### config.mk
export PLATFORM = sky130hd
export DESIGN_NAME = alu_pipe_flat
export DESIGN_NICKNAME = d
export VERILOG_FILES = /design/src/rtl/alu_pkg.sv /design/src/rtl/alu_if.sv /design/src/rtl/alu_mul_seq.sv /design/src/rtl/alu_pipe.sv /design/src/flat_wrapper.sv
export SDC_FILE = /design/constraint.sdc
export NUM_CORES = 1
export LEC_CHECK = 0
export BUFFER_PORTS_ARGS = -buffer_cell sky130_fd_sc_hd__buf_2
export CORE_MARGIN = 2
export CORE_UTILIZATION = 57
export DETAILED_ROUTE_END_ITERATION = 7
export HOLD_SLACK_MARGIN = 0.03
export PLACE_DENSITY = 0.87
export SLEW_MARGIN = 10
export SYNTH_ARGS = -nofsm -noshare
export SYNTH_HDL_FRONTEND = slang
export SYNTH_HIERARCHICAL = 1
export SYNTH_SLANG_ARGS = --single-unit
export TNS_END_PERCENT = 30
### constraint.sdc
create_clock -name clk -period 5.5 [get_ports clk]
set_input_delay 0.825 -clock clk [delete_from_list [all_inputs] [get_ports clk]]
set_output_delay 0.825 -clock clk [all_outputs]
set_load 0.05 [all_outputs]
### src/rtl/alu_pkg.sv
`default_nettype none
// ------------------------------------------------------------------
// alu_pkg : opcodes, status bit indices, FSM states for alu_pipe
// Revision 1.0
// ------------------------------------------------------------------
package alu_pkg;

  localparam logic [5:0] OP_ADD = 6'b010000;
  localparam logic [5:0] OP_SUB = 6'b010001;
  localparam logic [5:0] OP_SLT = 6'b010010;
  localparam logic [5:0] OP_AND = 6'b001100;
  localparam logic [5:0] OP_OR  = 6'b001101;
  localparam logic [5:0] OP_XOR = 6'b001110;
  localparam logic [5:0] OP_SLL = 6'b000100;
  localparam logic [5:0] OP_SRL = 6'b000101;
  localparam logic [5:0] OP_SRA = 6'b000110;
  localparam logic [5:0] OP_MUL = 6'b011000;
  localparam logic [5:0] OP_NOP = 6'b111111;

  localparam int ST_Z   = 0;
  localparam int ST_N   = 1;
  localparam int ST_C   = 2;
  localparam int ST_V   = 3;
  localparam int ST_ILL = 4;

  typedef enum logic [0:0] {
    IDLE = 1'b0,
    MULT = 1'b1
  } state_t;

  function automatic logic [4:0] pack_status(input logic ill, input logic v,
                                             input logic c, input logic n,
                                             input logic z);
    logic [4:0] s;
    s         = '0;
    s[ST_ILL] = ill;
    s[ST_V]   = v;
    s[ST_C]   = c;
    s[ST_N]   = n;
    s[ST_Z]   = z;
    return s;
  endfunction

endpackage
`default_nettype wire

### src/rtl/alu_if.sv
`default_nettype none
// ------------------------------------------------------------------
// alu_if : operand handshake and result bus of alu_pipe
// Revision 1.0
// ------------------------------------------------------------------
interface alu_if #(
  parameter int WIDTH = 32
);
  logic             in_valid;
  logic             in_ready;
  logic [WIDTH-1:0] data_a;
  logic [WIDTH-1:0] data_b;
  logic [5:0]       opcode;
  logic             out_valid;
  logic [WIDTH-1:0] result_c;
  logic [4:0]       status;

  modport master (
    output in_valid, data_a, data_b, opcode,
    input  in_ready, out_valid, result_c, status
  );

  modport slave (
    input  in_valid, data_a, data_b, opcode,
    output in_ready, out_valid, result_c, status
  );
endinterface
`default_nettype wire

### src/rtl/alu_mul_seq.sv
`default_nettype none
// ------------------------------------------------------------------
// alu_mul_seq : iterative shift-add unsigned multiplier (low half)
// Revision 1.0
// ------------------------------------------------------------------
module alu_mul_seq #(
  parameter int WIDTH = 32
) (
  input  wire logic             clk,
  input  wire logic             rst,
  input  wire logic             start,
  input  wire logic             step,
  input  wire logic [WIDTH-1:0] a,
  input  wire logic [WIDTH-1:0] b,
  output logic                  last,
  output logic [WIDTH-1:0]      product
);
  localparam int SHW = $clog2(WIDTH);

  logic [WIDTH-1:0] mcand;
  logic [WIDTH-1:0] mplr;
  logic [WIDTH-1:0] acc;
  logic [SHW-1:0]   cnt;
  logic [WIDTH-1:0] acc_next;

  // product is this iteration's accumulator, so the final step can be captured directly
  assign acc_next = acc + (mplr[0] ? mcand : '0);
  assign product  = acc_next;
  assign last     = (cnt == SHW'(WIDTH - 1));

  always_ff @(posedge clk or posedge rst) begin
    if (rst) begin
      mcand <= '0;
      mplr  <= '0;
      acc   <= '0;
      cnt   <= '0;
    end else if (start) begin
      mcand <= a;
      mplr  <= b;
      acc   <= '0;
      cnt   <= '0;
    end else if (step) begin
      acc   <= acc_next;
      mcand <= mcand << 1;
      mplr  <= mplr >> 1;
      cnt   <= cnt + 1'b1;
    end
  end
endmodule
`default_nettype wire

### src/rtl/alu_pipe.sv
`default_nettype none
// ------------------------------------------------------------------
// alu_pipe : registered ALU with valid/ready input and sequential MUL
// Revision 1.0
// ------------------------------------------------------------------
module alu_pipe
  import alu_pkg::*;
#(
  parameter int WIDTH = 32
) (
  input wire logic clk,
  input wire logic rst,
  alu_if.slave     bus
);
  localparam int SHW = $clog2(WIDTH);

  state_t           state;
  logic             out_valid;
  logic [WIDTH-1:0] result;
  logic [4:0]       status;

  logic             transfer;
  logic             mul_start;
  logic             mul_step;
  logic             mul_last;
  logic [WIDTH-1:0] mul_prod;

  logic [WIDTH:0]   sum;
  logic [WIDTH:0]   diff;
  logic [SHW-1:0]   shamt;
  logic [WIDTH-1:0] res;
  logic             c_flag;
  logic             v_flag;
  logic             ill;
  logic             is_mul;
  logic             is_nop;

  assign bus.in_ready  = (state == IDLE);
  assign bus.out_valid = out_valid;
  assign bus.result_c  = result;
  assign bus.status    = status;

  assign transfer  = bus.in_valid && (state == IDLE);
  assign mul_start = transfer && is_mul;
  assign mul_step  = (state == MULT);

  assign sum   = {1'b0, bus.data_a} + {1'b0, bus.data_b};
  assign diff  = {1'b0, bus.data_a} + {1'b0, ~bus.data_b} + (WIDTH+1)'(1);
  assign shamt = bus.data_b[SHW-1:0];

  always_comb begin
    res    = '0;
    c_flag = 1'b0;
    v_flag = 1'b0;
    ill    = 1'b0;
    is_mul = 1'b0;
    is_nop = 1'b0;
    case (bus.opcode)
      OP_ADD: begin
        res    = sum[WIDTH-1:0];
        c_flag = sum[WIDTH];
        v_flag = (bus.data_a[WIDTH-1] == bus.data_b[WIDTH-1]) &&
                 (sum[WIDTH-1] != bus.data_a[WIDTH-1]);
      end
      OP_SUB: begin
        res    = diff[WIDTH-1:0];
        c_flag = diff[WIDTH];
        v_flag = (bus.data_a[WIDTH-1] != bus.data_b[WIDTH-1]) &&
                 (diff[WIDTH-1] != bus.data_a[WIDTH-1]);
      end
      OP_SLT: res = {{(WIDTH-1){1'b0}}, ($signed(bus.data_a) < $signed(bus.data_b))};
      OP_AND: res = bus.data_a & bus.data_b;
      OP_OR:  res = bus.data_a | bus.data_b;
      OP_XOR: res = bus.data_a ^ bus.data_b;
      OP_SLL: res = bus.data_a << shamt;
      OP_SRL: res = bus.data_a >> shamt;
      OP_SRA: res = $signed(bus.data_a) >>> shamt;
      OP_MUL: is_mul = 1'b1;
      OP_NOP: is_nop = 1'b1;
      default: ill = 1'b1;
    endcase
  end

  alu_mul_seq #(
    .WIDTH(WIDTH)
  ) u_mul (
    .clk     (clk),
    .rst     (rst),
    .start   (mul_start),
    .step    (mul_step),
    .a       (bus.data_a),
    .b       (bus.data_b),
    .last    (mul_last),
    .product (mul_prod)
  );

  always_ff @(posedge clk or posedge rst) begin
    if (rst) begin
      state     <= IDLE;
      out_valid <= 1'b0;
      result    <= '0;
      status    <= '0;
    end else begin
      out_valid <= 1'b0;
      case (state)
        IDLE: begin
          if (transfer) begin
            if (is_mul) begin
              state <= MULT;
            end else if (!is_nop) begin
              result    <= res;
              status    <= pack_status(ill, v_flag, c_flag, res[WIDTH-1], (res == '0));
              out_valid <= 1'b1;
            end
          end
        end
        MULT: begin
          if (mul_last) begin
            result    <= mul_prod;
            status    <= pack_status(1'b0, 1'b0, 1'b0, mul_prod[WIDTH-1], (mul_prod == '0));
            out_valid <= 1'b1;
            state     <= IDLE;
          end
        end
        default: state <= IDLE;
      endcase
    end
  end
endmodule
`default_nettype wire
### src/flat_wrapper.sv
// flat-port wrapper written by rule: the top's interface ports become plain ports
module alu_pipe_flat import alu_pkg::*;
#(
  parameter int WIDTH = 32
)
  (clk, rst, bus_in_valid, bus_data_a, bus_data_b, bus_opcode, bus_in_ready, bus_out_valid, bus_result_c, bus_status);
  alu_if #(.WIDTH(WIDTH)) bus_i ();
  input wire logic clk;
  input wire logic rst;
  input wire logic [$bits(bus_i.in_valid)-1:0] bus_in_valid;
  input wire logic [$bits(bus_i.data_a)-1:0] bus_data_a;
  input wire logic [$bits(bus_i.data_b)-1:0] bus_data_b;
  input wire logic [$bits(bus_i.opcode)-1:0] bus_opcode;
  output wire logic [$bits(bus_i.in_ready)-1:0] bus_in_ready;
  output wire logic [$bits(bus_i.out_valid)-1:0] bus_out_valid;
  output wire logic [$bits(bus_i.result_c)-1:0] bus_result_c;
  output wire logic [$bits(bus_i.status)-1:0] bus_status;
  assign bus_i.in_valid = bus_in_valid;
  assign bus_i.data_a = bus_data_a;
  assign bus_i.data_b = bus_data_b;
  assign bus_i.opcode = bus_opcode;
  assign bus_in_ready = bus_i.in_ready;
  assign bus_out_valid = bus_i.out_valid;
  assign bus_result_c = bus_i.result_c;
  assign bus_status = bus_i.status;
  alu_pipe #(.WIDTH(WIDTH)) u_core (.clk(clk), .rst(rst), .bus(bus_i));
endmodule
---- After elaboration in Yosys (flattened, before gate mapping) ----
Cells that the tools add are included.
storage, ports and cells
  output and inout bits ................... 39
  word-level logic and storage cells ...... 85
  input bits .............................. 73
  register bits ........................... 140
cells by class
  magnitude comparators ................... 1
  eq/ne operators ......................... 20
  reductions and logical operators ........ 9
  bitwise operators ....................... 5
  shift operators ......................... 3
  add/subtract/negate cells ............... 5
  multiplexer cells ....................... 34
operators by type and width
  operator                                       count
  two-way mux 32 bit                             11
  one-hot mux 32 bit (9 select lines)            1
  adder 32 x 32 -> 33 bit                        2
  logical NOT 32 bit                             2
  one-hot mux 32 bit (2 select lines)            1
  adder 33 x 1 -> 33 bit, second input constant  1
  adder 32 bit                                   1
  AND 32 bit                                     1
  < comparator 32 bit                            1
  inverter 32 bit                                1
  OR 32 bit                                      1
  << shifter 32 x 5 -> 32 bit                    1
  >> shifter 32 x 5 -> 32 bit                    1
  >>> shifter 32 x 5 -> 32 bit                   1
  XOR 32 bit                                     1
  two-way mux 5 bit                              6
  == test 6 x 5 -> 1 bit, second input constant  4
  == test 6 x 3 -> 1 bit, second input constant  3
  == test 6 x 4 -> 1 bit, second input constant  3
  OR reduction 11 bit                            1
  two-way mux 1 bit                              10
  one-hot mux 5 bit (2 select lines)             1
  one-hot mux 1 bit (2 select lines)             4
  == test 6 bit, second input constant           1
  10 further kinds                               17

---- Depth between registers and ports, before layout ----
Gate-level depths: netlist of run 1.
  depth in word-level cells ............... 10
  depth in mapped cells ................... 19
  depth with buffers taken out ............ 17

---- Modules after synthesis ----
Netlist of run 1, hierarchy kept.
modules (own cells, without submodules)
  module       sequential area each (µm²)  cells an instance  instances  area each (µm²)
  alu_pipe     950.9                       1,626              1          11,172.0
  alu_mul_seq  2,527.4                     710                1          6,555.0

---- Least setup slack after synthesis of run 1 ----
Ideal clock, no wire load.
  kind .................................... in2reg
  start ................................... input bus_data_b[1]
  end ..................................... register u_core.status[0], in the netlist u_core/bus.status[0]
  cell stages on the path ................. 18
  arrival ................................. 5,605 ps
  buffers on the path ..................... 3
  slack ................................... -171 ps
  setup time .............................. 66 ps
  data required time ...................... 5,434 ps
  path through ............................ inv_2 buf_1 buf_1 clkbuf_1 ha_1 o21ba_2 or4_1 a21oi_2 a211o_1 or2_1 a21oi_1 o22ai_2 o221ai_2 or4_1 or4_1 or4_1 nor4_1 o22a_1
on the way
  longest elaborated chain between the ends .. 9
  elaborated cells between the ends (all ways) .. 17
  those cells by class .................... 3 x add/sub; 1 x order compare; 3 x shift; 5 x mux; 4 x bitwise; 1 x reduce/logical
ends and longest elaborated chain
  element                                line                RTL
  start, declared                        flat_wrapper.sv:12  input wire logic [$bits(bus_i.data_b)-1:0] bus_data_b;
  inverter 32 bit                        alu_pipe.sv:48      assign diff = {1'b0, bus.data_a} + {1'b0, ~bus.data_b} + (WIDTH+1)'(1);
  adder 32 x 32 -> 33 bit                alu_pipe.sv:48
  adder 33 x 1 -> 33 bit                 alu_pipe.sv:48
  one-hot mux 32 bit (9 select lines) *  alu_pipe.sv:58      case (bus.opcode)
  logical NOT 32 bit *                   alu_pipe.sv:112     status <= pack_status(ill, v_flag, c_flag, res[WIDTH-1], (res == '0));
  two-way mux 5 bit *                    alu_pipe.sv:110     end else if (!is_nop) begin
  two-way mux 5 bit *                    alu_pipe.sv:108     if (is_mul) begin
  two-way mux 5 bit *                    alu_pipe.sv:107     if (transfer) begin
  one-hot mux 5 bit (2 select lines) *   alu_pipe.sv:105     case (state)
  end signal, assigned                   alu_pipe.sv:112
  end signal, assigned                   alu_pipe.sv:120     status <= pack_status(1'b0, 1'b0, 1'b0, mul_prod[WIDTH-1], (mul_prod == '0));
  end, declared                          alu_pipe.sv:20      logic [4:0] status;
Mark *: on every way between the ends. The rest lies on a longest branch, timed or not. The select of a mux whose other input is x is not followed.
A chain may end at the register's enable or synchronous reset.

---- Worst setup path in the final report of run 1 ----
Ends and elaborated chain as after synthesis.

==> key figures, run 1 <==
Clock network
  – Number of instances resized during post-cts repair: 0
  – Number of buffers added for setup after CTS: 0
  – Number of buffers created by CTS: 17
  – CTS tree: done
  – Max Root-Sink Buffers: 2
  – Clock latency on the worst-skew pair: roughly 470 ps
  – Clock Sinks: 139
  – Clock transition at the registers of the reported paths: ~60 ps
  – Clock Tree Root: sky130_fd_sc_hd__clkbuf_16
  – Hold buffer count at CTS: 0
  – H-tree levels: 4

Floorplanning
  – Die outline area: roughly 33000 µm²
  – Top-level I/O count: 112
  – Die Y-Extent: 180 µm
  – Die X: 180 µm
  – Site Rows: between 60 and 70
  – Effective utilization at floorplan: 0.580
  – Area of the core: 30600 µm²

STA
  – TNS Setup: 0 ps
  – Transition time of the tightest slew-check pin: between 1000 and 1500 ps
  – Number of hold violations in the final report: 0
  – Top achievable clock speed: 190 MHz
  – Final worst-path cycle share: 0.959
  – Worst slew margin relative to its limit: 0.0985
  – Worst hold slack: 472 ps
  – Post-route minimum period: ~5300 ps
  – Unrepaired setup endpoints after global routing: false
  – Max-slew violation count: 0
  – Count of final setup violators: 0
  – Clk_skew: approximately 32 ps

Synth
  – Top cells by area, synth: sky130_fd_sc_hd__dfrtp_1 20%, sky130_fd_sc_hd__ha_1 9.2%, sky130_fd_sc_hd__mux2i_1 8.5%
  – Primary flip-flop cell chosen by synthesis mapping: sky130_fd_sc_hd__dfrtp_1
  – FFs w/ async S/R, synth: 1.00
  – Count of cell types in the netlist: between 100 and 150
  – Yosys warning total: 6
  – Count of state elements after synthesis: between 100 and 150
  – Post-synthesis instance total: 2336
  – Average instance area after synthesis: 7.59 µm²
  – Count of flip-flops with a built-in enable after synthesis: 0
  – Sequential fraction of the synthesis area: 0.196
  – Post-synthesis net count: approximately 2500
  – Proportion of netlist area held by the largest area contributor: 0.196
  – Mapped Area: between 15000 and 20000 µm²
  – Area leader, netlist: sky130_fd_sc_hd__dfrtp_1

Drt
  – Via-to-Cell Ratio: 7.15
  – Total Wirelength: a little under 80000 µm
  – DRT Pass-1 Iters: 7
  – Count of vias placed by the detailed router: around 20000
  – Detailed router's first-iteration violation count: 2989
  – Remaining routing DRC violations: 0
  – Remaining antenna violation count after routing: 0
  – Routed len/inst: between 20 and 30 µm

Placement
  – Port Buf Inserts: roughly 110
  – Routability Congestion: between 1 and 1.5
  – Placed wire-length estimate after detailed placement: 58500 µm
  – Placed cells: ~2800

Worst setup path
  – Worst path slowest cell: sky130_fd_sc_hd__or4_1
  – CP cell instances: buf_2, buf_12, nor2_1, buf_4, a22oi_1, o211ai_1, o32ai_1, a221oi_1, buf_4, nand3_1, o211ai_1, o21ai_0, or4_1, or4_1, nor4_1, o22a_1
  – Data required time at the worst endpoint: between 5000 and 6000 ps
  – Type of the setup path with the least slack: in2reg
  – RR Startpoint: u_core/u_mul/mplr[0]
  – Crit Path Max Fanout: just under 60
  – Launching instance or port of the critical path: bus_data_b[1]
  – CP arrival: 5660 ps
  – Delay of the slowest cell on the worst path: around 660 ps
  – Setup crit start kind: primary input
  – Endpoint class of the critical path: flop

Power
  – Standby leakage power: slightly below 9 nW
  – Proportion of power drawn by combinational gates: 0.641
  – Fraction of power consumed by sequential logic: 0.211
  – Power density relative to cell area: roughly 430 nW/µm²
  – Maximum ir drop on the vdd rail: 361 µV
  – Internal power consumption: slightly above 0.004 W
  – Switching power total: 0.00441 W
  – Proportion of total power due to net switching: 0.516
  – Portion of total power attributed to the clock network: 0.148

Status
  – Outcome: complete, no violations

Cells and area
  – Cell Count, Final, Fillers Out: ~2800
  – Fill cell instance count of the final layout: about 2600
  – Nets: approximately 2600
  – Share of cells above drive strength 1: 0.151
  – Area growth from synthesis to layout: 10.8%

Flow run
  – Number of maximum-capacitance violations: 0

Min path
  – Start point of the worst min-delay path: u_core/bus.result_c[16]
  – Class of the most critical hold timing path: reg2reg

Global route
  – Global-route wire length before repair: ~120000 µm
  – Maximum number of pins on one net before global-route repair: 109
  – GRT Util Overall: 0.468
  – Remaining Overflow, GRT: 0
  – Vias in the first global route: 19200
  – Number of antenna violations at the first check in global routing: 2
-- worst max-delay path, delay by kind of cell --
family	cells	cell delay [ps]
AO/OA/AOI/OAI	7	1670
buffers and inverters	4	890
AND/OR/NAND/NOR	5	2230
-- per-layer routing --
metal	up-vias	part of all wire	track usage
met4	0	0.074	0.280
met1	9474	0.37	0.584
met2	1607	0.43	0.720
li1	8760	-	-
met5	-	0	0
met3	387	0.13	0.133
-- stage by stage --
step / setup WS, ps / power, W / instance area (µm²) / util
2_1_floorplan: 51.8 / 0.00565 / 17700 / -
3_3_place_gp: 135 / 0.00685 / 19000 / 0.623
3_5_place_dp: -44.7 / 0.00701 / 19000 / 0.623
4_1_cts: 418 / 0.00832 / 19600 / 0.642
5_1_grt: 105 / 0.00898 / 19600 / 0.642
6_report: 224 / 0.00854 / 19600 / 0.642
-- layout make-up --
type                            count  area, µm²  share of cell area
Timing Repair Buffer              242       1630              0.0829
Inverter                          123        464              0.0236
Sequential cell                   139       3480               0.177
Antenna cell                        1       2.50            0.000127
Tap cell                          396        495              0.0252
Clock buffer                       20        437              0.0222
Clock inverter                     12        165             0.00841
Multi-Input combinational cell   1898      13000               0.660
-- power groups by stage --
stage | logic (W) | registers, W | clock network, W
floorplan | 0.00366 | 0.00199 | 0
global placement | 0.00507 | 0.00178 | 0
detailed placement | 0.00521 | 0.00181 | 0
CTS | 0.00527 | 0.00179 | 0.00126
global route | 0.00583 | 0.00185 | 0.00130
finish | 0.00548 | 0.00181 | 0.00126
-- sequential cells by signal (all words and copies together), names as in the netlist --
name,flops
u_core/u_mul/mcand,32
u_core/u_mul/cnt,5
u_core/u_mul/acc,32
u_core/bus.result_c,31
u_core/bus.out_valid,1
u_core/bus.status,5
u_core/u_mul/mplr,32
u_core/mul_step,1
-- cell usage in the layout (no fill, tap or decap), drive strengths merged, types with 36 or more instances in the layout --
master	synthesis	layout
a211oi	53	53
a21o	36	36
a21oi	191	191
and2	44	44
buf	69	242
dfrtp	139	139
ha	130	130
inv	121	123
mux2i	150	150
nand2	277	277
nand3	37	37
nor2	187	187
o211ai	36	36
o21ai	200	200
o22ai	39	39
-- cell families after synthesis --
group	after synthesis	share of synthesized area
AND/OR/NAND/NOR	730	0.193
flip-flops	139	0.196
adder cells (fa/ha/maj)	133	0.0951
AO/OA/AOI/OAI	790	0.294
XOR/XNOR	47	0.0232
multiplexers	198	0.126
buffers and inverters	299	0.0732
-- worst paths after layout --
check	end	slack, ps	cells after the start
max in group asynchronous	u_core/u_mul/acc[19]	3810	3
worst max-delay path	u_core/bus.status[0]	220	16
worst min-delay path	u_core/bus.result_c[16]	470	1
worst max register to register	u_core/bus.status[0]	430	13
worst min register to register	u_core/bus.result_c[16]	470	1
min in group asynchronous	u_core/bus.result_c[26]	520	3
-- Yosys cell counts (22+ instances only) --
master,n
sky130_fd_sc_hd__nand3_1,36
sky130_fd_sc_hd__a31oi_1,26
sky130_fd_sc_hd__and2_1,42
sky130_fd_sc_hd__xnor2_1,26
sky130_fd_sc_hd__nor2_1,184
sky130_fd_sc_hd__nand2_1,277
sky130_fd_sc_hd__o211ai_1,36
sky130_fd_sc_hd__o22ai_1,38
sky130_fd_sc_hd__inv_1,117
sky130_fd_sc_hd__nor3_1,35
sky130_fd_sc_hd__nand4_1,24
sky130_fd_sc_hd__nor2b_1,22
sky130_fd_sc_hd__mux2i_1,150
sky130_fd_sc_hd__clkbuf_1,107
sky130_fd_sc_hd__dfrtp_1,139
sky130_fd_sc_hd__a21o_1,35
sky130_fd_sc_hd__a21oi_1,189
sky130_fd_sc_hd__o21ai_0,193
sky130_fd_sc_hd__buf_2,23
sky130_fd_sc_hd__a211oi_1,50
sky130_fd_sc_hd__ha_1,130
sky130_fd_sc_hd__mux2_2,30
Power figures use the tool's default switching activity.
==> inputs of run 2 (changes only) <==
PLACE_DENSITY = 0.8   (was 0.87)
==> run 2 against run 1 <==
Net effect: critical path depth rose by 3; sequential cell count is the same; critical endpoint unchanged; sequential power about the same; first-iteration DRC count grew 1.3%; critical path type unchanged; fmax decreased by 2.1%.
==> key figures, run 2 (synthesis gave the netlist of run 1 again) <==
Floorplanning
  – Area of the core: 30600 µm² (unchanged)
  – Effective utilization at floorplan: 0.580 (unchanged)
  – Site Rows: 64 (unchanged)
  – Die outline area: 32500 µm² (unchanged)
  – Die Y-Extent: 180 µm (unchanged)
  – Die X: 180 µm (unchanged)
  – Top-level I/O count: 112 (unchanged)

Worst setup path
  – Setup crit start kind: primary input
  – Data required time at the worst endpoint: 5890 ps (about the same)
  – Endpoint class of the critical path: flop
  – Type of the setup path with the least slack: in2reg
  – CP arrival: 5780 ps (+120 ps)
  – Crit Path Max Fanout: 4 (-93%)

STA
  – Post-route minimum period: 5390 ps (+114 ps)
  – Worst slew margin relative to its limit: 0.180 (+0.0815)
  – Count of final setup violators: 0 (unchanged)
  – Final worst-path cycle share: 0.980 (+0.0207)
  – TNS Setup: 0 ps (unchanged)
  – Number of hold violations in the final report: 0 (unchanged)
  – Clk_skew: 10.9 ps (-21.1 ps)
  – Top achievable clock speed: 186 MHz (-2.1%)
  – Transition time of the tightest slew-check pin: 1230 ps (-122 ps)
  – Unrepaired setup endpoints after global routing: false
  – Max-slew violation count: 0 (unchanged)

Flow run
  – Number of maximum-capacitance violations: 0 (unchanged)

Cells and area
  – Share of cells above drive strength 1: 0.168 (+0.0169)
  – Commonest non-fill, non-tap cell in the layout: sky130_fd_sc_hd__nand2_1
  – Nets: 2674 (+1.8%)
  – Combined flip-flop and latch cell area: 3480 µm² (unchanged)
  – Finished layout cell area: 19900 µm² (+1.4%)
  – Top library cells by usage in the layout, fill and taps aside: 277 x sky130_fd_sc_hd__nand2_1, 193 x sky130_fd_sc_hd__o21ai_0, 189 x sky130_fd_sc_hd__a21oi_1, 184 x sky130_fd_sc_hd__nor2_1, 174 x sky130_fd_sc_hd__buf_4
  – Area growth from synthesis to layout: 12.4%
  – Regs by FF count: u_core/u_mul/acc (32), u_core/u_mul/mcand (32), u_core/u_mul/mplr (32)
  – Fill cell instance count of the final layout: 2652 (+0.42%)
  – Combined area of the multi-input logic cells: 13000 µm² (about the same)

Power
  – Standby leakage power: 8.91 nW (+2.1%)
  – Power density relative to cell area: 424 nW/µm² (-2.4%)
  – Maximum ir drop on the vdd rail: 315 µV (-13%)

Clock network
  – CTS tree: done
  – Clock transition at the registers of the reported paths: 60 ps (about the same)
  – Clock Tree Root: sky130_fd_sc_hd__clkbuf_16
  – H-tree levels: 4 (unchanged)
  – Hold buffer count at CTS: 0 (unchanged)
  – Max Root-Sink Buffers: 2 (unchanged)
  – Clock Sinks: 139 (unchanged)
  – Number of buffers created by CTS: 17 (unchanged)
  – Number of instances resized during post-cts repair: 0 (unchanged)
  – Clock latency on the worst-skew pair: 460 ps (about the same)

Drt
  – Via-to-Cell Ratio: 7.04 (-1.5%)
  – Count of vias placed by the detailed router: 20300 (+0.19%)
  – Detailed router's first-iteration violation count: 3027 (+1.3%)
  – Routed len/inst: 27.1 µm (-1.7%)
  – Total Wirelength: 78100 µm (unchanged)
  – Remaining antenna violation count after routing: 0 (unchanged)
  – DRT Pass-1 Iters: 7 (unchanged)
  – Remaining routing DRC violations: 0 (unchanged)

Placement
  – Routability Congestion: 1.18 (+2.1%)
  – Placed Area: 19400 µm² (+1.6%)
  – Port Buf Inserts: 111 (unchanged)
  – Placed wire-length estimate after detailed placement: 59600 µm (+1.9%)

Global route
  – Remaining Overflow, GRT: 0 (unchanged)
  – Vias in the first global route: 19600 (+1.9%)
  – Global-route wire length before repair: 117000 µm (+0.46%)
  – Maximum number of pins on one net before global-route repair: 76 (-30%)
  – GRT Util Overall: 0.467 (-0.00152)
  – Number of antenna violations at the first check in global routing: 1 (-1)

Min path
  – Class of the most critical hold timing path: reg2reg

Status
  – Outcome: complete, no violations
==> run 2: layout make-up <==
cell class,instances,area share
flip-flops and latches,139,0.175
diodes,2,0.000251
clock buffers,17,0.0213
multi-input cells,1898,0.651
clock inverters,15,0.00659
well taps,396,0.0249
inverters,123,0.0233
repair buffers,289,0.0982
==> run 2: power breakdown <==
group          leakage (nW)  switching (W)  internal (W)
Clock                 0.260       0.000547      0.000592
Sequential             1.64       0.000337       0.00147
Combinational          7.01        0.00354       0.00197
==> run 2: worst max-delay path, cell delays in order <==
cell	delay (ps)
sky130_fd_sc_hd__buf_2	100
sky130_fd_sc_hd__inv_1	80
sky130_fd_sc_hd__ha_1	200
sky130_fd_sc_hd__inv_1	60
sky130_fd_sc_hd__fa_1	380
sky130_fd_sc_hd__nor2b_1	160
sky130_fd_sc_hd__o211ai_1	470
sky130_fd_sc_hd__a2111oi_2	200
sky130_fd_sc_hd__nor3_1	440
sky130_fd_sc_hd__buf_4	200
sky130_fd_sc_hd__o21ai_0	180
sky130_fd_sc_hd__a21o_1	240
sky130_fd_sc_hd__a311oi_1	340
sky130_fd_sc_hd__nor2_1	70
sky130_fd_sc_hd__a211oi_1	500
sky130_fd_sc_hd__nand4_1	200
sky130_fd_sc_hd__or4_1	550
sky130_fd_sc_hd__nor4_1	350
sky130_fd_sc_hd__o22a_1	220
==> run 2: routing by layer <==
| metal | track usage | share of wire |
|---|---|---|
| met5 | 0 | 0 |
| met4 | 0.305 | 0.076 |
| met3 | 0.115 | 0.12 |
| met2 | 0.721 | 0.43 |
| met1 | 0.580 | 0.37 |
==> run 2: worst paths after layout <==
kind                                          from                 endpoint  slack, ps  depth (start not counted)
max                                  bus_data_a[0]     u_core/bus.status[0]        110                         19
min                        u_core/bus.result_c[16]  u_core/bus.result_c[16]        470                          1
max reg2reg                   u_core/u_mul/mplr[0]     u_core/bus.status[0]        840                         13
min reg2reg                u_core/bus.result_c[16]  u_core/bus.result_c[16]        470                          1
max in group asynchronous                      rst     u_core/u_mul/acc[14]       3800                          3
min in group asynchronous                      rst     u_core/bus.status[3]        530                          3
==> run 2: repair_timing <==
item                                   4_1_cts  5_1_grt
setup buffers                                0        1
endpoints found under the hold margin        0        0
setup endpoints to repair                    0        1
==> run 2: per-stage QoR <==
step	total power [W]	hold WS, ps	util	setup slack (ps)	cells
floorplan	0.00565	472	-	51.8	2336
global placement	0.00694	456	0.633	129	2844
detailed placement	0.00708	460	0.633	-97.6	2844
CTS	0.00827	474	0.651	374	2876
global route	0.00889	484	0.651	8.13	2877
finish	0.00846	475	0.651	110	2879
